<file path="src/rtl/score_max_collector_pkg.sv">
// Shared constants, types and max helpers for score_max_collector.
// Team max semantics: a negative operand loses to a non-negative one, two
// non-negatives keep the larger magnitude (tie -> first operand), two negatives
// give 0. The result is therefore never negative.
// The 2/4/8-input reductions below are the single max implementation; every
// tree level calls them.
package score_max_collector_pkg;

    localparam int unsigned PE_ARRAY_SIZE = 64;
    localparam int unsigned DATA_WIDTH    = 17;
    localparam int unsigned LANES         = PE_ARRAY_SIZE;
    localparam int unsigned GROUP         = 8;
    localparam int unsigned NUM_GROUPS    = LANES / GROUP;
    localparam int unsigned BEAT_W        = 16;

    typedef logic [DATA_WIDTH-1:0] score_t;

    typedef enum logic {StIdle, StAccum} state_e;

    function automatic score_t max2(input score_t a, input score_t b);
        if (a[DATA_WIDTH-1] && b[DATA_WIDTH-1]) return '0;
        if (a[DATA_WIDTH-1]) return b;
        if (b[DATA_WIDTH-1]) return a;
        return (b[DATA_WIDTH-2:0] > a[DATA_WIDTH-2:0]) ? b : a;
    endfunction

    function automatic score_t max4(input logic [4*DATA_WIDTH-1:0] v);
        return max2(max2(v[0 +: DATA_WIDTH], v[DATA_WIDTH +: DATA_WIDTH]),
                    max2(v[2*DATA_WIDTH +: DATA_WIDTH], v[3*DATA_WIDTH +: DATA_WIDTH]));
    endfunction

    function automatic score_t max8(input logic [8*DATA_WIDTH-1:0] v);
        return max2(max4(v[0 +: 4*DATA_WIDTH]), max4(v[4*DATA_WIDTH +: 4*DATA_WIDTH]));
    endfunction

endpackage

</file>
<file path="src/rtl/score_max_collector_if.sv">
// Beat/result bus of score_max_collector.
//   master: drives i_clear, i_valid, i_last, i_data; observes o_busy, o_valid, o_score
//   slave : the collector itself
// SCORE_POS_EN adds o_beat (beat index of the winning maximum).
interface score_max_collector_if;
    import score_max_collector_pkg::*;

    logic                        i_clear;
    logic                        i_valid;
    logic                        i_last;
    logic [LANES*DATA_WIDTH-1:0] i_data;
    logic                        o_busy;
    logic                        o_valid;
    score_t                      o_score;
`ifdef SCORE_POS_EN
    logic [BEAT_W-1:0]           o_beat;
`endif

    modport master (
        output i_clear, i_valid, i_last, i_data,
        input  o_busy, o_valid, o_score
`ifdef SCORE_POS_EN
        , o_beat
`endif
    );

    modport slave (
        input  i_clear, i_valid, i_last, i_data,
        output o_busy, o_valid, o_score
`ifdef SCORE_POS_EN
        , o_beat
`endif
    );

endinterface

</file>
<file path="src/rtl/score_max_collector_max_tree_stage.sv">
// One registered 8-way max-tree stage: reduces 8 scores to one and carries
// valid/last (and, with SCORE_POS_EN, the beat tag) alongside.
// Ports: clk, rst_n (async active-low), clear_i (drops the beat), valid_i,
//        last_i, tag_i, data_i (8 packed scores) -> valid_o, last_o, max_o, tag_o.
module score_max_collector_max_tree_stage
    import score_max_collector_pkg::*;
(
    input  logic                        clk,
    input  logic                        rst_n,
    input  logic                        clear_i,
    input  logic                        valid_i,
    input  logic                        last_i,
`ifdef SCORE_POS_EN
    input  logic [BEAT_W-1:0]           tag_i,
    output logic [BEAT_W-1:0]           tag_o,
`endif
    input  logic [GROUP*DATA_WIDTH-1:0] data_i,
    output logic                        valid_o,
    output logic                        last_o,
    output score_t                      max_o
);

    logic   valid_q, last_q;
    score_t max_q;
    logic   take;

    assign take = valid_i & ~clear_i;

`ifdef SCORE_POS_EN
    logic [BEAT_W-1:0] tag_q;
    always_ff @(posedge clk or negedge rst_n) begin
        if (!rst_n) begin
            tag_q <= '0;
        end else if (take) begin
            tag_q <= tag_i;
        end
    end
    assign tag_o = tag_q;
`endif

    always_ff @(posedge clk or negedge rst_n) begin
        if (!rst_n) begin
            valid_q <= 1'b0;
            last_q  <= 1'b0;
            max_q   <= '0;
        end else begin
            valid_q <= take;
            last_q  <= take & last_i;
            if (take) begin
                max_q <= max8(data_i);
            end
        end
    end

    assign valid_o = valid_q;
    assign last_o  = last_q;
    assign max_o   = max_q;

endmodule

</file>
<file path="src/rtl/score_max_collector.sv">
// Reduces 64-lane PE-array beats into the best score of one job.
// S1: 8 x 8-way max, S2: 8-way max of partials, S3: running-max accumulator
// plus IDLE/ACCUM job FSM with registered result. o_valid pulses 3 cycles
// after the last beat is presented.
// Ports: clk, rst_n (async active-low), bus (score_max_collector_if.slave).
// Optional macro SCORE_POS_EN: adds bus.o_beat, the first beat index of the max.
module score_max_collector
    import score_max_collector_pkg::*;
(
    input  logic                  clk,
    input  logic                  rst_n,
    score_max_collector_if.slave  bus
);

    logic [NUM_GROUPS-1:0]            s1_valid_v, s1_last_v;
    logic [NUM_GROUPS*DATA_WIDTH-1:0] s1_max;
    logic                             s1_valid, s1_last;
    logic                             s2_valid, s2_last;
    score_t                           s2_max;

    state_e state_q;
    score_t acc_q, acc_d;
    logic   o_valid_q;
    score_t o_score_q;

`ifdef SCORE_POS_EN
    logic [BEAT_W-1:0] in_beat_q;
    logic [BEAT_W-1:0] s1_tag_v [NUM_GROUPS];
    logic [BEAT_W-1:0] s1_tag, s2_tag;
    logic [BEAT_W-1:0] best_beat_q, beat_d, o_beat_q;

    // Beat index within the current job at the pipe input.
    always_ff @(posedge clk or negedge rst_n) begin
        if (!rst_n) begin
            in_beat_q <= '0;
        end else if (bus.i_clear) begin
            in_beat_q <= '0;
        end else if (bus.i_valid) begin
            in_beat_q <= bus.i_last ? '0 : in_beat_q + 1'b1;
        end
    end
`endif

    for (genvar g = 0; g < NUM_GROUPS; g++) begin : g_s1
        score_max_collector_max_tree_stage u_stage (
            .clk     (clk),
            .rst_n   (rst_n),
            .clear_i (bus.i_clear),
            .valid_i (bus.i_valid),
            .last_i  (bus.i_last),
`ifdef SCORE_POS_EN
            .tag_i   (in_beat_q),
            .tag_o   (s1_tag_v[g]),
`endif
            .data_i  (bus.i_data[g*GROUP*DATA_WIDTH +: GROUP*DATA_WIDTH]),
            .valid_o (s1_valid_v[g]),
            .last_o  (s1_last_v[g]),
            .max_o   (s1_max[g*DATA_WIDTH +: DATA_WIDTH])
        );
    end

    // All S1 copies of the control fields are identical; OR-merge them.
    always_comb begin
        s1_valid = |s1_valid_v;
        s1_last  = |s1_last_v;
`ifdef SCORE_POS_EN
        s1_tag = '0;
        for (int g = 0; g < NUM_GROUPS; g++) begin
            s1_tag |= s1_tag_v[g];
        end
`endif
    end

    score_max_collector_max_tree_stage u_s2 (
        .clk     (clk),
        .rst_n   (rst_n),
        .clear_i (bus.i_clear),
        .valid_i (s1_valid),
        .last_i  (s1_last),
`ifdef SCORE_POS_EN
        .tag_i   (s1_tag),
        .tag_o   (s2_tag),
`endif
        .data_i  (s1_max),
        .valid_o (s2_valid),
        .last_o  (s2_last),
        .max_o   (s2_max)
    );

    // First beat of a job reseeds the accumulator.
    always_comb begin
        acc_d = (state_q == StIdle) ? s2_max : max2(acc_q, s2_max);
`ifdef SCORE_POS_EN
        // Strictly greater so ties keep the earlier beat.
        beat_d = ((state_q == StIdle) || (s2_max[DATA_WIDTH-2:0] > acc_q[DATA_WIDTH-2:0]))
                 ? s2_tag : best_beat_q;
`endif
    end

    always_ff @(posedge clk or negedge rst_n) begin
        if (!rst_n) begin
            state_q   <= StIdle;
            acc_q     <= '0;
            o_valid_q <= 1'b0;
            o_score_q <= '0;
`ifdef SCORE_POS_EN
            best_beat_q <= '0;
            o_beat_q    <= '0;
`endif
        end else begin
            o_valid_q <= 1'b0;
            if (bus.i_clear) begin
                state_q <= StIdle;
                acc_q   <= '0;
`ifdef SCORE_POS_EN
                best_beat_q <= '0;
`endif
            end else if (s2_valid) begin
                acc_q <= acc_d;
`ifdef SCORE_POS_EN
                best_beat_q <= beat_d;
`endif
                if (s2_last) begin
                    state_q   <= StIdle;
                    o_valid_q <= 1'b1;
                    o_score_q <= acc_d;
`ifdef SCORE_POS_EN
                    o_beat_q <= beat_d;
`endif
                end else begin
                    state_q <= StAccum;
                end
            end
        end
    end

    assign bus.o_busy  = (state_q == StAccum) | s1_valid | s2_valid;
    assign bus.o_valid = o_valid_q;
    assign bus.o_score = o_score_q;
`ifdef SCORE_POS_EN
    assign bus.o_beat  = o_beat_q;
`endif

endmodule

</file>
<file path="src/flat_wrapper.sv">
// flat-port wrapper written by rule: the top's interface ports become plain ports
module score_max_collector_flat import score_max_collector_pkg::*;
  (clk, rst_n, bus_i_clear, bus_i_valid, bus_i_last, bus_i_data, bus_o_busy, bus_o_valid, bus_o_score);
  score_max_collector_if bus_i ();
  input  logic clk;
  input  logic rst_n;
  input wire logic [$bits(bus_i.i_clear)-1:0] bus_i_clear;
  input wire logic [$bits(bus_i.i_valid)-1:0] bus_i_valid;
  input wire logic [$bits(bus_i.i_last)-1:0] bus_i_last;
  input wire logic [$bits(bus_i.i_data)-1:0] bus_i_data;
  output wire logic [$bits(bus_i.o_busy)-1:0] bus_o_busy;
  output wire logic [$bits(bus_i.o_valid)-1:0] bus_o_valid;
  output wire logic [$bits(bus_i.o_score)-1:0] bus_o_score;
  assign bus_i.i_clear = bus_i_clear;
  assign bus_i.i_valid = bus_i_valid;
  assign bus_i.i_last = bus_i_last;
  assign bus_i.i_data = bus_i_data;
  assign bus_o_busy = bus_i.o_busy;
  assign bus_o_valid = bus_i.o_valid;
  assign bus_o_score = bus_i.o_score;
  score_max_collector u_core (.clk(clk), .rst_n(rst_n), .bus(bus_i));
endmodule
</file>
<file path="config.mk">
export PLATFORM = sky130hd
export DESIGN_NAME = score_max_collector_flat
export DESIGN_NICKNAME = d
export VERILOG_FILES = /design/src/rtl/score_max_collector_pkg.sv /design/src/rtl/score_max_collector_if.sv /design/src/rtl/score_max_collector_max_tree_stage.sv /design/src/rtl/score_max_collector.sv /design/src/flat_wrapper.sv
export SDC_FILE = /design/constraint.sdc
export NUM_CORES = 2
export LEC_CHECK = 0
export CAP_MARGIN = 20
export CORE_AREA = 5 5 430 432
export CTS_CLUSTER_DIAMETER = 40
export CTS_CLUSTER_SIZE = 40
export DETAILED_ROUTE_END_ITERATION = 16
export DIE_AREA = 0 0 435 437
export SYNTH_ARGS = -nofsm -noshare
export SYNTH_HDL_FRONTEND = slang
export SYNTH_SLANG_ARGS = --single-unit
</file>
<file path="constraint.sdc">
create_clock -name clk -period 5.9 [get_ports clk]
set_input_delay 0.885 -clock clk [delete_from_list [all_inputs] [get_ports clk]]
set_output_delay 0.885 -clock clk [all_outputs]
set_load 0.02 [all_outputs]
</file>
-- Word-level counts from Yosys, hierarchy flattened
Index checks and enable logic that the tools add are counted.
- bits in registers: 193
- output and inout bits: 19
- magnitude comparators: 64
- multiplexer cells: 1084
- bitwise operators: 7
- reductions and logical operators: 66
- operators by type and width (cell ; number):
    two-way mux 17 bit ; 505
    greater-than comparator 16 bit ; 64
    two-way mux 1 bit ; 579
    logical AND 1 bit ; 64
    AND 1 bit ; 4
    AND reduction 3 bit ; 1
    bitwise OR 1 bit ; 2
    nonzero test 2 bit ; 1
    inverter 1 bit ; 1

-- Longest topological paths before layout
- word-level depth: 35
- mapped depth: 33

-- Cells and area by module
A second synthesis with hierarchy kept.
- cell total of the unflattened synthesis: 6613
- area, all modules: 51813.4 µm²
- by module, submodules not included (module ; times used ; cells each ; area an instance (µm²) ; sequential area each (µm²)):
    score_max_collector_max_tree_stage at u_core.g_s1[0].u_stage ... ; 5 ; 755 ; 5743.0 ; 450.4
    score_max_collector_max_tree_stage at u_core.g_s1[1].u_stage ; 1 ; 755 ; 5779.3 ; 450.4
    score_max_collector_max_tree_stage at u_core.u_s2 ; 1 ; 670 ; 5255.0 ; 450.4
    score_max_collector_max_tree_stage at u_core.g_s1[7].u_stage ; 1 ; 610 ; 5029.8 ; 450.4
    score_max_collector_max_tree_stage at u_core.g_s1[2].u_stage ; 1 ; 621 ; 5003.5 ; 450.4
    score_max_collector ; 1 ; 182 ; 2030.7 ; 900.9

-- Least setup slack after synthesis
OpenSTA, ideal clock, no wires.
- path kind: input -> register
- start: input bus_i_data[897]
- end: register u_core.g_s1[6].u_stage.max_q[10]
- library setup time: 0.130 ns
- arrival time: 6.830 ns
- data required time: 5.770 ns
- path slack: -1.060 ns
- stages: 28
- path buffers: 5
- cells stage by stage: inv_1 > ha_1 > nand4_1 > or4_1 > nor4_1 > a211o_1 > clkbuf_1 > clkbuf_1 > a22oi_1 > ha_1 > o21ai_0 > nand2b_1 > a21oi_1 > a2111oi_0 > o31a_1 > clkbuf_1 > clkbuf_1 > nand2_1 > and2_1 > ha_1 > nand2_1 > or3_1 > or4_1 > o21ai_0 > nor2_1 > clkbuf_1 > a32oi_1 > o21ai_1
- word-level cells in the longest chain between the ends: 19
- elaborated cells between the ends (all ways): 35
- classes of those cells: order compare (3); mux (30); reduce/logical (2)
- ends and longest elaborated chain (element ; RTL line ; source):
    start: declaration ; flat_wrapper.sv:10 ; input wire logic [$bits(bus_i.i_data)-1:0] bus_i_data;
    greater-than comparator 16 bit ; score_max_collector_pkg.sv:24 ; return (b[DATA_WIDTH-2:0] > a[DATA_WIDTH-2:0]) ? b : a;
    two-way mux 17 bit ; score_max_collector_pkg.sv:24 ;
    two-way mux 17 bit * ; score_max_collector_pkg.sv:24 ;
    two-way mux 17 bit * ; score_max_collector_pkg.sv:23 ; if (b[DATA_WIDTH-1]) return a;
    two-way mux 17 bit * ; score_max_collector_pkg.sv:22 ; if (a[DATA_WIDTH-1]) return b;
    two-way mux 17 bit * ; score_max_collector_max_tree_stage.sv:49 ; if (take) begin
    greater-than comparator 16 bit (tied with other cells) ; score_max_collector_pkg.sv:24 ;
    two-way mux 17 bit (tied with other cells) ; score_max_collector_pkg.sv:24 ;
    two-way mux 17 bit / two-way mux 1 bit (equally long branches) ; score_max_collector_pkg.sv:24, score_max_collector_max_tree_stage.sv:49 ;
    two-way mux 17 bit ; score_max_collector_pkg.sv:23 ;
    two-way mux 17 bit * ; score_max_collector_pkg.sv:22 ;
    two-way mux 17 bit * ; score_max_collector_max_tree_stage.sv:49 ;
    branches (longest 6 deep; another with greater-than comparator 16 bit) ; -- ;
    two-way mux 17 bit * ; score_max_collector_pkg.sv:22 ;
    end signal: assignment ; score_max_collector_max_tree_stage.sv:50 ; max_q <= max8(data_i);
    end: declaration ; score_max_collector_max_tree_stage.sv:24 ; score_t max_q;
Mark *: on every way between the ends. The select of a mux whose other input is x is not followed.
A chain may end at the register's enable or synchronous reset.

-- Final worst setup path
- start: input bus_i_data[278]
- end: register u_core.g_s1[2].u_stage.max_q[1]
- word-level cells in the longest chain between the ends: 17
- elaborated cells between the ends (all ways): 34
- classes of those cells: order compare (3); mux (29); reduce/logical (2)
- ends and longest elaborated chain (element ; RTL line):
    greater-than comparator 16 bit ; score_max_collector_pkg.sv:24
    two-way mux 17 bit ; score_max_collector_pkg.sv:24
    two-way mux 17 bit * ; score_max_collector_pkg.sv:24
    two-way mux 17 bit * ; score_max_collector_pkg.sv:23
    two-way mux 17 bit * ; score_max_collector_pkg.sv:22
    two-way mux 17 bit * ; score_max_collector_max_tree_stage.sv:49
    greater-than comparator 16 bit (tied with other cells) ; score_max_collector_pkg.sv:24
    two-way mux 17 bit (tied with other cells) ; score_max_collector_pkg.sv:24
    two-way mux 17 bit / two-way mux 1 bit (equally long branches) ; score_max_collector_pkg.sv:24, score_max_collector_max_tree_stage.sv:49
    two-way mux 17 bit ; score_max_collector_pkg.sv:23
    two-way mux 17 bit * ; score_max_collector_pkg.sv:22
    two-way mux 17 bit * ; score_max_collector_max_tree_stage.sv:49
    greater-than comparator 16 bit (tied with other cells) ; score_max_collector_pkg.sv:24
    two-way mux 17 bit (tied with other cells) ; score_max_collector_pkg.sv:24
    two-way mux 17 bit / two-way mux 1 bit (equally long branches) ; score_max_collector_pkg.sv:24, score_max_collector_max_tree_stage.sv:49
    two-way mux 17 bit ; score_max_collector_pkg.sv:23
    two-way mux 17 bit * ; score_max_collector_pkg.sv:22
    end signal: assignment ; score_max_collector_max_tree_stage.sv:50
    end: declaration ; score_max_collector_max_tree_stage.sv:24
Every way passes the cells marked *; elsewhere a longest branch is shown, timed or not. The select of a mux whose other input is x is not followed.

==> results.md <==
* CTS Buffer Depth at 2
* Top-area cell type share of the netlist area at 29.1%
* GPL Wtd Cong at 0.984
* Post-synthesis sequential area ratio at 10.5%
* Gr usage total at 25.4%
* Slowest CP cell: clkdlybuf4s50_1
* PD cells at 276 mW/mm2
* Num CTS Buffers at 17
* Drt pass-1 iters at 8
* Die W at 435 um
* FP Rows at 156
* Iter 0 DRT Violations at 3273
* Syn Area/Cell at 7.84 um2
* Cell mode on critical path: ha_1
* Share of layout cells above drive strength 1 at 49.5%
* Maximum number of pins on one net before global-route repair at 80
* Post-synth ARST share at 100%
* Synthesis warning total at 0
* Post-synth top area cell: ha_1
* Status: finished, violations left
* H-tree level count at 4
* Inst Count DP at 11100
* IO Pins at 1112
* Post-synth EDFFs at 0
* Die H at 437 um
* Post-DP HPWL at 223000 um
* ANT nets after route at 0
* Clk root buf: clkbuf_16
* Final instance area at 0.0908 mm2
* Final setup viols at 143
* Initial Util at 24.5%
* Final worst slack at -0.503 ns
* Detailed Route WL at 268000 um
* CP max stage delay at 0.63 ns
* Critical path type: in2reg
* Clock Pin Slew Worst Setup and Hold Paths at 0.08 ns
* Final net count at 11300
* Die Footprint at 0.190 mm2
* Final non-filler cell total at 11700
* Grt total ovfl at 0
* Layout Skew at 0.0169 ns
* Post-Syn Instances at 5617
* Vias/cell at 5.15
* Core Area at 0.180 mm2
* Synth unique cells at 86
* Max-cap violations at 0
* Initial antenna violation count at 114
* Vias post-DR at 60000
* Synthesized area at 0.0441 mm2
* Skew-Pair Late Insertion Delay at 0.50 ns
* Least-Margin Pin Slew at 0.980 ns
* Synth Net Count at 7734
* Worst setup EP type: register
* Yosys reg bits at 184
* Fillers at 16500
* FMAX at 0.156 GHz
* Arrival @ worst endpoint at 6.84 ns
* Pleak at 0.0462 uW
* Clock sinks at 184
* Synth area leaders: ha_1 29%, dfrtp_1 10%, inv_1 7.5%
* Port buffer count at 1111
* CTS tree: done
* RSZ-0062 raised after global routing: yes
* HP Class: in2async
* Critical Path Fanout Max at 9
* CP Launch Type: input port
* Max-slew violation count at 0
* DRC viols at 0
* Slew margin rel. at 34.7%
* Placed cell area at 0.0759 mm2
* Peak VDD IR at 299 uV
* Post-Route Setup TNS at -32.08 ns
* First-pass GRT wire length at 372000 um
* Area delta synth->final at 106%
* Number of global-route vias before repair at 59900
* Failing checks: setup timing
* Fin crit share at 109%
* Most used DFF post-synth: dfrtp_1
* Required time worst endpoint at 6.33 ns
* Final hold violations at 0
* Avg WL per Cell at 23.0 um
* Hold buffers post-CTS at 0
* Tmin final at 6.40 ns
## area by class of cell
class | count | area, um2 | area share [%]
multi-input cells | 4349 | 46100 | 50.8
well taps | 2370 | 2970 | 3.26
inverters | 877 | 3440 | 3.79
flip-flops and latches | 184 | 4610 | 5.07
diodes | 81 | 203 | 0.223
clock inverters | 14 | 181 | 0.200
clock buffers | 18 | 429 | 0.473
repair buffers | 3771 | 32900 | 36.2
## routing by layer
metal	track usage (%)	vias to the layer above	share of wire, %
met4	11.5	6	5.6
met5	0	-	0.016
met1	28.4	29000	39
met2	48.0	1898	52
li1	-	28500	-
met3	2.83	649	4.0
## timing repair
| action | CTS | global route |
|---|---|---|
| resized for setup | 1436 | 1906 |
| gates cloned | 15 | 24 |
| buffers inserted | 221 | 221 |
| endpoints found under the hold margin | 0 | 0 |
| setup endpoints to repair | 144 | 144 |
| pin swaps | 432 | 590 |
## critical path: cells and delay by family
kind            cells  cell delay, ns
compound gates     18            3.40
buf+inv             5            1.22
fa+ha+maj           3            0.88
simple gates        3            0.42
## synth_stat cells (20+ instances only)
library cell and n:
ha_1 1024, inv_1 876, a21oi_1 359, a22oi_1 323, nand2_1 285, nor2_1 239
mux2i_1 224, nand4_1 187, dfrtp_1 184, a22o_1 178, clkbuf_1 171, o21ai_0 170
a21o_1 134, nor2b_1 100, nor3_1 86, a211oi_1 85, o21a_1 85, a221o_1 78
o211ai_1 75, mux2_2 74, nand3_1 67, a221oi_1 50, a211o_1 38, o21ai_1 33
a2111oi_0 30, o31ai_1 30, buf_2 28, o22ai_1 26, nand2b_1 25, and2_1 24
nor4_1 24, and4_1 20, o211a_1 20
## state kept, by name (all words and copies together), names as in the netlist
register	count
u_core.u_s2.max_o	16
u_core.u_s2.valid_o	1
u_core.bus.o_score	17
u_core.g_s1.u_stage.last_o	1
u_core.acc_q	17
u_core.u_s2.last_o	1
u_core.g_s1.u_stage.max_o	128
u_core.g_s1.u_stage.valid_o	1
u_core.state_q	1
u_core.bus.o_valid	1
## placed cells by master (no fill, tap or decap), types with 92 or more instances in the layout
cell type	count
dlygate4sd2_1	177
ha_1	669
a22o_1	125
o21ai_1	92
nor2_1	196
buf_6	182
a21o_1	133
inv_1	679
inv_2	160
a22oi_1	120
buf_4	2449
a21oi_2	105
dfrtp_1	182
mux2i_1	142
a21oi_1	236
nand2_1	247
nand4_1	187
ha_4	335
clkdlybuf4s50_1	308
a22oi_2	211
dlymetal6s2s_1	371
## stage by stage
| stage | power (uW) | worst slack, ns | util (%) | hold WS, ns |
|---|---|---|---|---|
| after detailed placement | 18900 | -1.96 | 42.1 | 0.447 |
| final | 25100 | -0.503 | 50.4 | 0.396 |
| after global placement | 18700 | -1.88 | 42.1 | 0.440 |
| after floorplan | 10700 | -0.377 | - | 0.428 |
| after CTS | 21500 | -0.706 | 45.4 | 0.406 |
| after global routing | 26800 | -0.694 | 50.4 | 0.450 |
## report_power, final
part / internal [uW] / switching [uW]
Sequential: 1750 / 499
Combinational: 11500 / 10100
Clock: 611 / 634
Total: 13800 / 11200
## path summary, 6_finish.rpt
| kind | cells after the start | slack, ns | start | end |
|---|---|---|---|---|
| hold / removal | 1 | 0.40 | rst_n | u_core.g_s1[6].u_stage.max_o[0]$_DFFE_PN0P_ |
| max in group asynchronous | 2 | 4.19 | rst_n | u_core.g_s1[2].u_stage.max_o[3]$_DFFE_PN0P_ |
| min in group clk | 1 | 0.46 | u_core.g_s1[0].u_stage.last_o$_DFF_PN0_ | u_core.u_s2.last_o$_DFF_PN0_ |
| setup / recovery | 29 | -0.50 | bus_i_data[278] | u_core.g_s1[2].u_stage.max_o[1]$_DFFE_PN0P_ |
| hold reg to reg | 1 | 0.46 | u_core.g_s1[0].u_stage.last_o$_DFF_PN0_ | u_core.u_s2.last_o$_DFF_PN0_ |
| setup reg to reg | 28 | -0.04 | u_core.g_s1[3].u_stage.max_o[15]$_DFFE_PN0P_ | u_core.u_s2.max_o[13]$_DFFE_PN0P_ |
## cells by family (layout without fill, tap and decap cells)
family,after synthesis,in the layout,share of synthesized area (%)
buf+inv,1093,4680,9.47
other cells,0,81,0
flops,184,184,10.5
simple gates,1124,1129,12.8
compound gates,1891,1894,31.1
fa+ha+maj,1024,1024,29.1
mux,301,302,7.06
Note: power is estimated with default switching activity, not from simulation.
